### config.mk
export PLATFORM = sky130hd
export DESIGN_NAME = decode_ctrl_regfile
export DESIGN_NICKNAME = d
export VERILOG_FILES = /design/src/rtl/decode_ctrl_regfile.sv
export SDC_FILE = /design/constraint.sdc
export NUM_CORES = 2
export LEC_CHECK = 0
export CAP_MARGIN = 20
export CORE_ASPECT_RATIO = 0.7
export CORE_MARGIN = 2
export CORE_UTILIZATION = 65
export CTS_BUF_LIST = sky130_fd_sc_hd__clkbuf_4 sky130_fd_sc_hd__clkbuf_8
export CTS_CLUSTER_DIAMETER = 150
export CTS_CLUSTER_SIZE = 25
export DETAILED_ROUTE_END_ITERATION = 7
export PLACE_DENSITY_LB_ADDON = 0.12
export SLEW_MARGIN = 20
export SYNTH_ARGS = -nofsm -noshare
export SYNTH_HDL_FRONTEND = slang
export SYNTH_SLANG_ARGS = --single-unit
export TNS_END_PERCENT = 20
### constraint.sdc
create_clock -name clk -period 7.45 [get_ports clk]
set_input_delay 2.235 -clock clk [delete_from_list [all_inputs] [get_ports clk]]
set_output_delay 2.235 -clock clk [all_outputs]
set_load 0.005 [all_outputs]
### src/rtl/decode_ctrl_regfile.sv
// Decode stage: bubble mux, instruction decoder, 2R/1W register file with write bypass.
// Optional load-use stall tracker is enabled by defining LOAD_USE_STALL_EN.
module decode_ctrl_regfile #(
  parameter int DATA_W = 32,
  parameter int ADDR_W = 5
) (
  input  logic              clk,
  input  logic              reset,
  input  logic [31:0]       instruction,
  input  logic              is_write,
  input  logic [ADDR_W-1:0] addrD,
  input  logic [DATA_W-1:0] data_d,
  output logic [31:0]       instr_out,
  output logic [ADDR_W-1:0] addrA,
  output logic [ADDR_W-1:0] addrB,
  output logic [ADDR_W-1:0] regD,
  output logic [DATA_W-1:0] data_a,
  output logic [DATA_W-1:0] data_b,
  output logic [1:0]        ALU_OP,
  output logic              is_immediate,
  output logic              is_branch,
  output logic              WB_EN,
  output logic              MEM_R_EN,
  output logic              MEM_W_EN,
  output logic              MEM_TO_REG,
  output logic [DATA_W-1:0] imm,
  output logic              injecting_nop
);

  localparam int NREG = 1 << ADDR_W;
  localparam logic [5:0] OP_RTYPE = 6'h00;
  localparam logic [5:0] OP_ADDI  = 6'h08;
  localparam logic [5:0] OP_LW    = 6'h23;
  localparam logic [5:0] OP_SW    = 6'h2B;
  localparam logic [5:0] OP_BEQ   = 6'h04;

  logic [5:0] op_s;
  logic [5:0] funct_s;
  logic [DATA_W-1:0] regs_r [NREG];

`ifdef LOAD_USE_STALL_EN
  logic       lw_valid_r;
  logic [4:0] lw_rt_r;
  logic       uses_rt_s;

  // Remember the destination of a load that just left decode.
  always_ff @(posedge clk or negedge reset) begin
    if (!reset) begin
      lw_valid_r <= 1'b0;
      lw_rt_r    <= 5'd0;
    end else begin
      lw_valid_r <= (instr_out[31:26] == OP_LW);
      lw_rt_r    <= instr_out[20:16];
    end
  end

  // Stall when the incoming instruction reads the pending load's target; a bubble clears the tracker.
  always_comb begin
    uses_rt_s     = 1'b0;
    injecting_nop = 1'b0;
    if ((instruction[31:26] == OP_RTYPE) || (instruction[31:26] == OP_SW) ||
        (instruction[31:26] == OP_BEQ)) begin
      uses_rt_s = 1'b1;
    end else begin
      uses_rt_s = 1'b0;
    end
    if (lw_valid_r && (lw_rt_r != 5'd0)) begin
      if (lw_rt_r == instruction[25:21]) begin
        injecting_nop = 1'b1;
      end else if (uses_rt_s && (lw_rt_r == instruction[20:16])) begin
        injecting_nop = 1'b1;
      end else begin
        injecting_nop = 1'b0;
      end
    end else begin
      injecting_nop = 1'b0;
    end
    instr_out = injecting_nop ? 32'h0000_0000 : instruction;
  end
`else
  // Stall logic absent: instructions pass straight through.
  always_comb begin
    injecting_nop = 1'b0;
    instr_out     = instruction;
  end
`endif

  assign op_s    = instr_out[31:26];
  assign funct_s = instr_out[5:0];
  assign addrA   = ADDR_W'(instr_out[25:21]);
  assign addrB   = ADDR_W'(instr_out[20:16]);
  assign regD    = (op_s == OP_RTYPE) ? ADDR_W'(instr_out[15:11]) : ADDR_W'(instr_out[20:16]);
  assign imm     = DATA_W'(instr_out[15:0]);

  // Control decode; anything unrecognised becomes a NOP with all flags low.
  always_comb begin
    ALU_OP       = 2'b00;
    is_immediate = 1'b0;
    is_branch    = 1'b0;
    WB_EN        = 1'b0;
    MEM_R_EN     = 1'b0;
    MEM_W_EN     = 1'b0;
    MEM_TO_REG   = 1'b0;
    case (op_s)
      OP_RTYPE: begin
        case (funct_s)
          6'h20:   begin ALU_OP = 2'b00; WB_EN = 1'b1; end
          6'h22:   begin ALU_OP = 2'b01; WB_EN = 1'b1; end
          6'h24:   begin ALU_OP = 2'b10; WB_EN = 1'b1; end
          6'h25:   begin ALU_OP = 2'b11; WB_EN = 1'b1; end
          default: begin ALU_OP = 2'b00; WB_EN = 1'b0; end
        endcase
      end
      OP_ADDI: begin
        is_immediate = 1'b1;
        WB_EN        = 1'b1;
      end
      OP_LW: begin
        is_immediate = 1'b1;
        MEM_R_EN     = 1'b1;
        MEM_TO_REG   = 1'b1;
        WB_EN        = 1'b1;
      end
      OP_SW: begin
        is_immediate = 1'b1;
        MEM_W_EN     = 1'b1;
      end
      OP_BEQ: begin
        is_branch = 1'b1;
        ALU_OP    = 2'b01;
      end
      default: begin
        ALU_OP = 2'b00;
      end
    endcase
  end

  // Register storage; entry 0 is never written so it stays zero.
  always_ff @(posedge clk or negedge reset) begin
    if (!reset) begin
      for (int i = 0; i < NREG; i++) begin
        regs_r[i] <= {DATA_W{1'b0}};
      end
    end else if (is_write && (addrD != {ADDR_W{1'b0}})) begin
      regs_r[addrD] <= data_d;
    end else begin
      regs_r[0] <= {DATA_W{1'b0}};
    end
  end

  // Asynchronous reads with same-cycle write bypass.
  always_comb begin
    if (addrA == {ADDR_W{1'b0}}) begin
      data_a = {DATA_W{1'b0}};
    end else if (is_write && (addrA == addrD)) begin
      data_a = data_d;
    end else begin
      data_a = regs_r[addrA];
    end
    if (addrB == {ADDR_W{1'b0}}) begin
      data_b = {DATA_W{1'b0}};
    end else if (is_write && (addrB == addrD)) begin
      data_b = data_d;
    end else begin
      data_b = regs_r[addrB];
    end
  end

endmodule

After elaboration in Yosys (flattened, before gate mapping)
Index checks and enable logic that the tools add are counted.
W data, S select, Z words.
{"block": "totals", "inputBits": 72, "elab_cells": 83, "output_inout_bits": 152, "reg_bits": 1024}
{"block": "classes", "n_lt_le_gt_ge": 4, "mux": 23, "n_eq_ne": 10, "n_bitwise": 3, "reduce_logical": 11}
{"cell": "$bwmux W1024", "n": 1}
{"cell": "$bmux W32 S5", "n": 2}
{"cell": "$mux W32", "n": 10}
{"cell": "$demux W32 S5", "n": 1}
{"cell": "$eq A6 B6 Y1 const B", "n": 6}
{"cell": "$ge A6 B6 Y1 const B", "n": 3}
{"cell": "$not A5 Y6", "n": 3}
{"cell": "$eq A5 B5 Y1", "n": 2}
{"cell": "$logic_not A5 Y1", "n": 2}
{"cell": "$eq A6 B3 Y1 const B", "n": 1}
{"cell": "$eq A6 B4 Y1 const B", "n": 1}
{"cell": "$logic_not A6 Y1", "n": 1}
{"cell": "$lt A6 B1 Y1 const B", "n": 1}
{"cell": "$pmux W2 S3", "n": 1}
{"cell": "$mux W1", "n": 5}
{"cell": "$mux W5", "n": 1}
{"cell": "$reduce_bool A5 Y1", "n": 1}
{"cell": "$logic_and A1 B1 Y1", "n": 4}
{"cell": "$pmux W2 S2", "n": 1}
{"cell": "$reduce_or A4 Y1", "n": 1}
{"cell": "$reduce_or A3 Y1", "n": 1}
{"cell": "$pmux W1 S2", "n": 1}
{"cell": "$reduce_or A2 Y1", "n": 1}

Longest topological paths before layout
{"block": "logic_depth", "depth_word": 7, "depth_mapped": 10, "depth_no_buf": 5}

Worst setup path before layout
No wires, ideal clock.
{"block": "synth_timing", "path_type": "input port to output port", "start": "in instruction[16]", "end": "out data_b[21]", "stages": 8, "setup_slack_ns": 1.361, "t_arrival_ns": 3.854, "required_time_ns": 5.215, "path_buffers": 3, "cell_sequence": "buf_2 > buf_4 > buf_2 > mux4_2 > a22oi_1 > nand2_1 > a21oi_1 > o2bb2ai_1"}
{"block": "synth_between", "elab_chain_cells": 6, "elab_cells_between_ends": 9, "classes_between": "1 x eq/ne; 5 x mux; 1 x bitwise; 2 x reduce/logical"}
{"item": "start: declaration", "line_no": "9", "source": "input logic [31:0] instruction,"}
{"item": "$not A5 Y6 (not written as such)", "line_no": "165", "source": "data_b = regs_r[addrB];"}
{"item": "$bmux W32 S5", "line_no": "165"}
{"item": "$mux W32 (not written as such) (2 in series)", "line_no": "165"}
{"item": "$mux W32", "line_no": "162", "source": "end else if (is_write && (addrB == addrD)) begin"}
{"item": "$mux W32 (*)", "line_no": "160", "source": "if (addrB == {ADDR_W{1'b0}}) begin"}
{"item": "end: declaration", "line_no": "18", "source": "output logic [DATA_W-1:0] data_b,"}
Every way passes the cells marked *; elsewhere a longest branch is shown, timed or not. The select of a mux whose other input is x is not followed.

Final worst setup path
{"block": "layout_timing", "start": "in addrD[1]", "end": "out data_a[16]"}
{"block": "layout_between", "elab_chain_cells": 4}
{"item": "start: declaration", "line_no": "11", "source": "input logic [ADDR_W-1:0] addrD,"}
{"item": "$eq A5 B5 Y1", "line_no": "155", "source": "end else if (is_write && (addrA == addrD)) begin"}
{"item": "$logic_and A1 B1 Y1", "line_no": "155"}
{"item": "$mux W32", "line_no": "155"}
{"item": "$mux W32", "line_no": "153", "source": "if (addrA == {ADDR_W{1'b0}}) begin"}
{"item": "end: declaration", "line_no": "17", "source": "output logic [DATA_W-1:0] data_a,"}
Every way passes these cells.

==> impl_metrics.json <==
{
  "grt_pass1_wl_mm": 282,
  "path_clk_slew_ns": 0.14,
  "grt_antenna_before_repair": 11,
  "yosys_warnings": 0,
  "hpwl_mm": 122,
  "numPortBuffers": 191,
  "h-tree-depth": 2,
  "wire_per_inst_um": 37.5,
  "timing.final.crit_share_pct": 101,
  "cp.arrival_ns": 5.28,
  "grt_max_degree": 178,
  "synth_cells": 3917,
  "synth_top_area_share_pct": 45.7,
  "synth-edff-count": 0,
  "globalRouteOverflowTotal": 0,
  "yosysUniqueCellTypes": 57,
  "hold_class": "flop to flop",
  "hp-start": "regs_r[1006]",
  "critPathLaunch": "addrD[1]",
  "r2r_start": "regs_r[764]",
  "rsz0062_at_grt": "false",
  "tritoncts": "done",
  "max-cap-violations": 0,
  "finalHoldViolCount": 0,
  "fin_util_pct": 70.7,
  "clock.fmax_mhz": 133,
  "layout_min_cycle_time_ns": 7.51,
  "clockRootBuffer": "clkbuf_8",
  "seq_area_frac_synth_pct": 45.7,
  "vias_per_cell": 7.69,
  "yosysTopAreaCell": "dfrtp_1",
  "clock_skew_ns": 0,
  "drt_iter0_markers": 5533,
  "setup_viol": 1,
  "antenna_left": 0,
  "critPathLaunchType": "input pin",
  "drive_above_1_share_pct": 47.9,
  "status": "complete, but fails checks",
  "ys_top_cells_by_count": "mux2_2 (1074), dfrtp_1 (1024), mux4_2 (415), clkbuf_1 (197), mux2i_1 (146)",
  "ios": 224,
  "irDropWorstVdd_uv": 153,
  "firstDrtPassIters": 6,
  "critPathCaptureType": "output port",
  "grt_pass1_vias": 40500,
  "clock_latency_ns": 0.77,
  "synth.avg_cell_area_um2": 14.3,
  "die_x_um": 355,
  "ys.flop_type": "dfrtp_1",
  "worst_slew_pin_slew_ns": 1.18,
  "synth_area_leaders": "dfrtp_1 (46%), mux2_2 (22%), mux4_2 (17%)",
  "grt.total_usage_pct": 43.9,
  "syn_area_um2": 56000,
  "drt-total-wl_mm": 192,
  "synth_most_common_cell": "mux2_2",
  "p_leak_nw": 26.0,
  "dieArea_um2": 88600,
  "cp.required_ns": 5.22,
  "crit_fanout": 9,
  "ys_ff_latch": 1024,
  "top_register": "regs_r",
  "fin_area_um2": 60600,
  "whs_ns": 0.532,
  "clockBufferDepth": 3,
  "rows": 90,
  "areaGrowthSynthToFinish_pct": 8.26,
  "vias": 39400,
  "start_util_pct": 65.3,
  "violations": "negative setup slack",
  "synthArstFlopShare_pct": 100,
  "largestRegisters": "regs_r: 1024 flops",
  "final_net_count": 4047,
  "hold_buffers": 0,
  "gp_congestion": 0.920,
  "cts_buffers": 46,
  "relSlewSlack_pct": 21.1,
  "drc": 0,
  "critPathKind": "input pin to output port",
  "core_area_um2": 85800,
  "fp.dieH_um": 250,
  "placed_cell_area_um2": 59900,
  "largest_reg_flops": 1024,
  "slew_viol_final": 0,
  "setup_ws_ns": -0.0611,
  "cts.sinks": 1024,
  "power_density_nw_per_um2": 222
}
[per-stage QoR]
| step | setup TNS (ns) | power [mW] | std cells | setup slack (ns) |
|---|---|---|---|---|
| global placement | -0.105 | 10.8 | 5075 | -0.0959 |
| finish | -0.0611 | 13.5 | 5132 | -0.0611 |
| CTS | 0 | 13.4 | 5126 | 0.0211 |
| global route | 0 | 14.0 | 5131 | 0.00847 |
| floorplan | 0 | 9.76 | 3933 | 1.36 |
| detailed placement | -0.0486 | 11.1 | 5076 | -0.0486 |
[layer usage]
metal	track usage (%)	up-vias	routed length, µm
met1	59.6	20600	70100
li1	-	15100	-
met4	24.3	8	13000
met5	0.216	-	55
met3	15.0	741	26300
met2	62.6	3017	83000
[timing repair]
item	CTS	global route
setup endpoints to repair	1	10
cloned	0	0
buffers inserted	0	0
gates resized for setup	1	7
[final timing paths]
kind | to | slack [ns] | cells after the start
max reg2reg | regs_r[764] | 6.62 | 1
max | data_a[16] | -0.06 | 10
min reg2reg | regs_r[1006] | 0.53 | 1
min | regs_r[1006] | 0.53 | 1
max in group asynchronous | regs_r[203] | 4.69 | 2
min in group asynchronous | regs_r[222] | 1.35 | 1
[area by class of cell]
| type | instances | area [µm²] |
|---|---|---|
| Antenna cell | 5 | 12.5 |
| Sequential cell | 1024 | 25600 |
| Multi-Input combinational cell | 2420 | 28100 |
| Fill cell | 5746 | 25200 |
| Inverter | 3 | 11.3 |
| Tap cell | 1150 | 1440 |
| Timing Repair Buffer | 480 | 4770 |
| Clock buffer | 50 | 682 |
[cell usage in the layout, fill, tap and decap left out, drive strengths merged, types with 6 or more instances in the layout]
cell type         n
a2111oi          10
a211o             9
a211oi           54
a21oi            58
a221o            28
a221oi           41
a22oi            57
a31oi             8
and2             36
buf             297
clkbuf           52
clkdlybuf4s50   181
conb             17
dfrtp          1024
mux2           1074
mux2i           146
mux4            415
nand2            51
nand2b           13
nand3            11
nand3b            6
nor2             63
nor2b            36
nor3             48
nor3b            16
nor4             23
o21ai            54
o22ai            86
o2bb2ai          12
or2               6
xnor2             6
[power breakdown]
group	internal (mW)	switching, mW	total (mW)
clock	0.600	1.75	2.36
combinational	2.14	1.56	3.71
sequential	6.60	0.823	7.42
total	9.34	4.14	13.5
[critical path, stage by stage]
cell and delay [ns]:
clkdlybuf4s50_1 0.66, xnor2_1 0.12, nand4_1 0.17, buf_4 0.17, o211ai_1 0.12, buf_4 0.21, buf_12 0.17, nor3_1 0.65
a211o_1 0.24, clkdlybuf4s50_1 0.52
[cells by family (layout without fill, tap and decap cells)]
family / count (synthesis) / after routing / synth area share [%]
muxes: 1635 / 1635 / 40.9
DFF: 1024 / 1024 / 45.7
buffers and inverters: 489 / 533 / 4.67
AOI/OAI and AO/OA: 438 / 438 / 5.51
and+or+nand+nor: 320 / 320 / 3.03
xor gates and xnor gates: 10 / 10 / 0.156
other: 1 / 22 / 0.00669
Power figures use the tool's default switching activity.
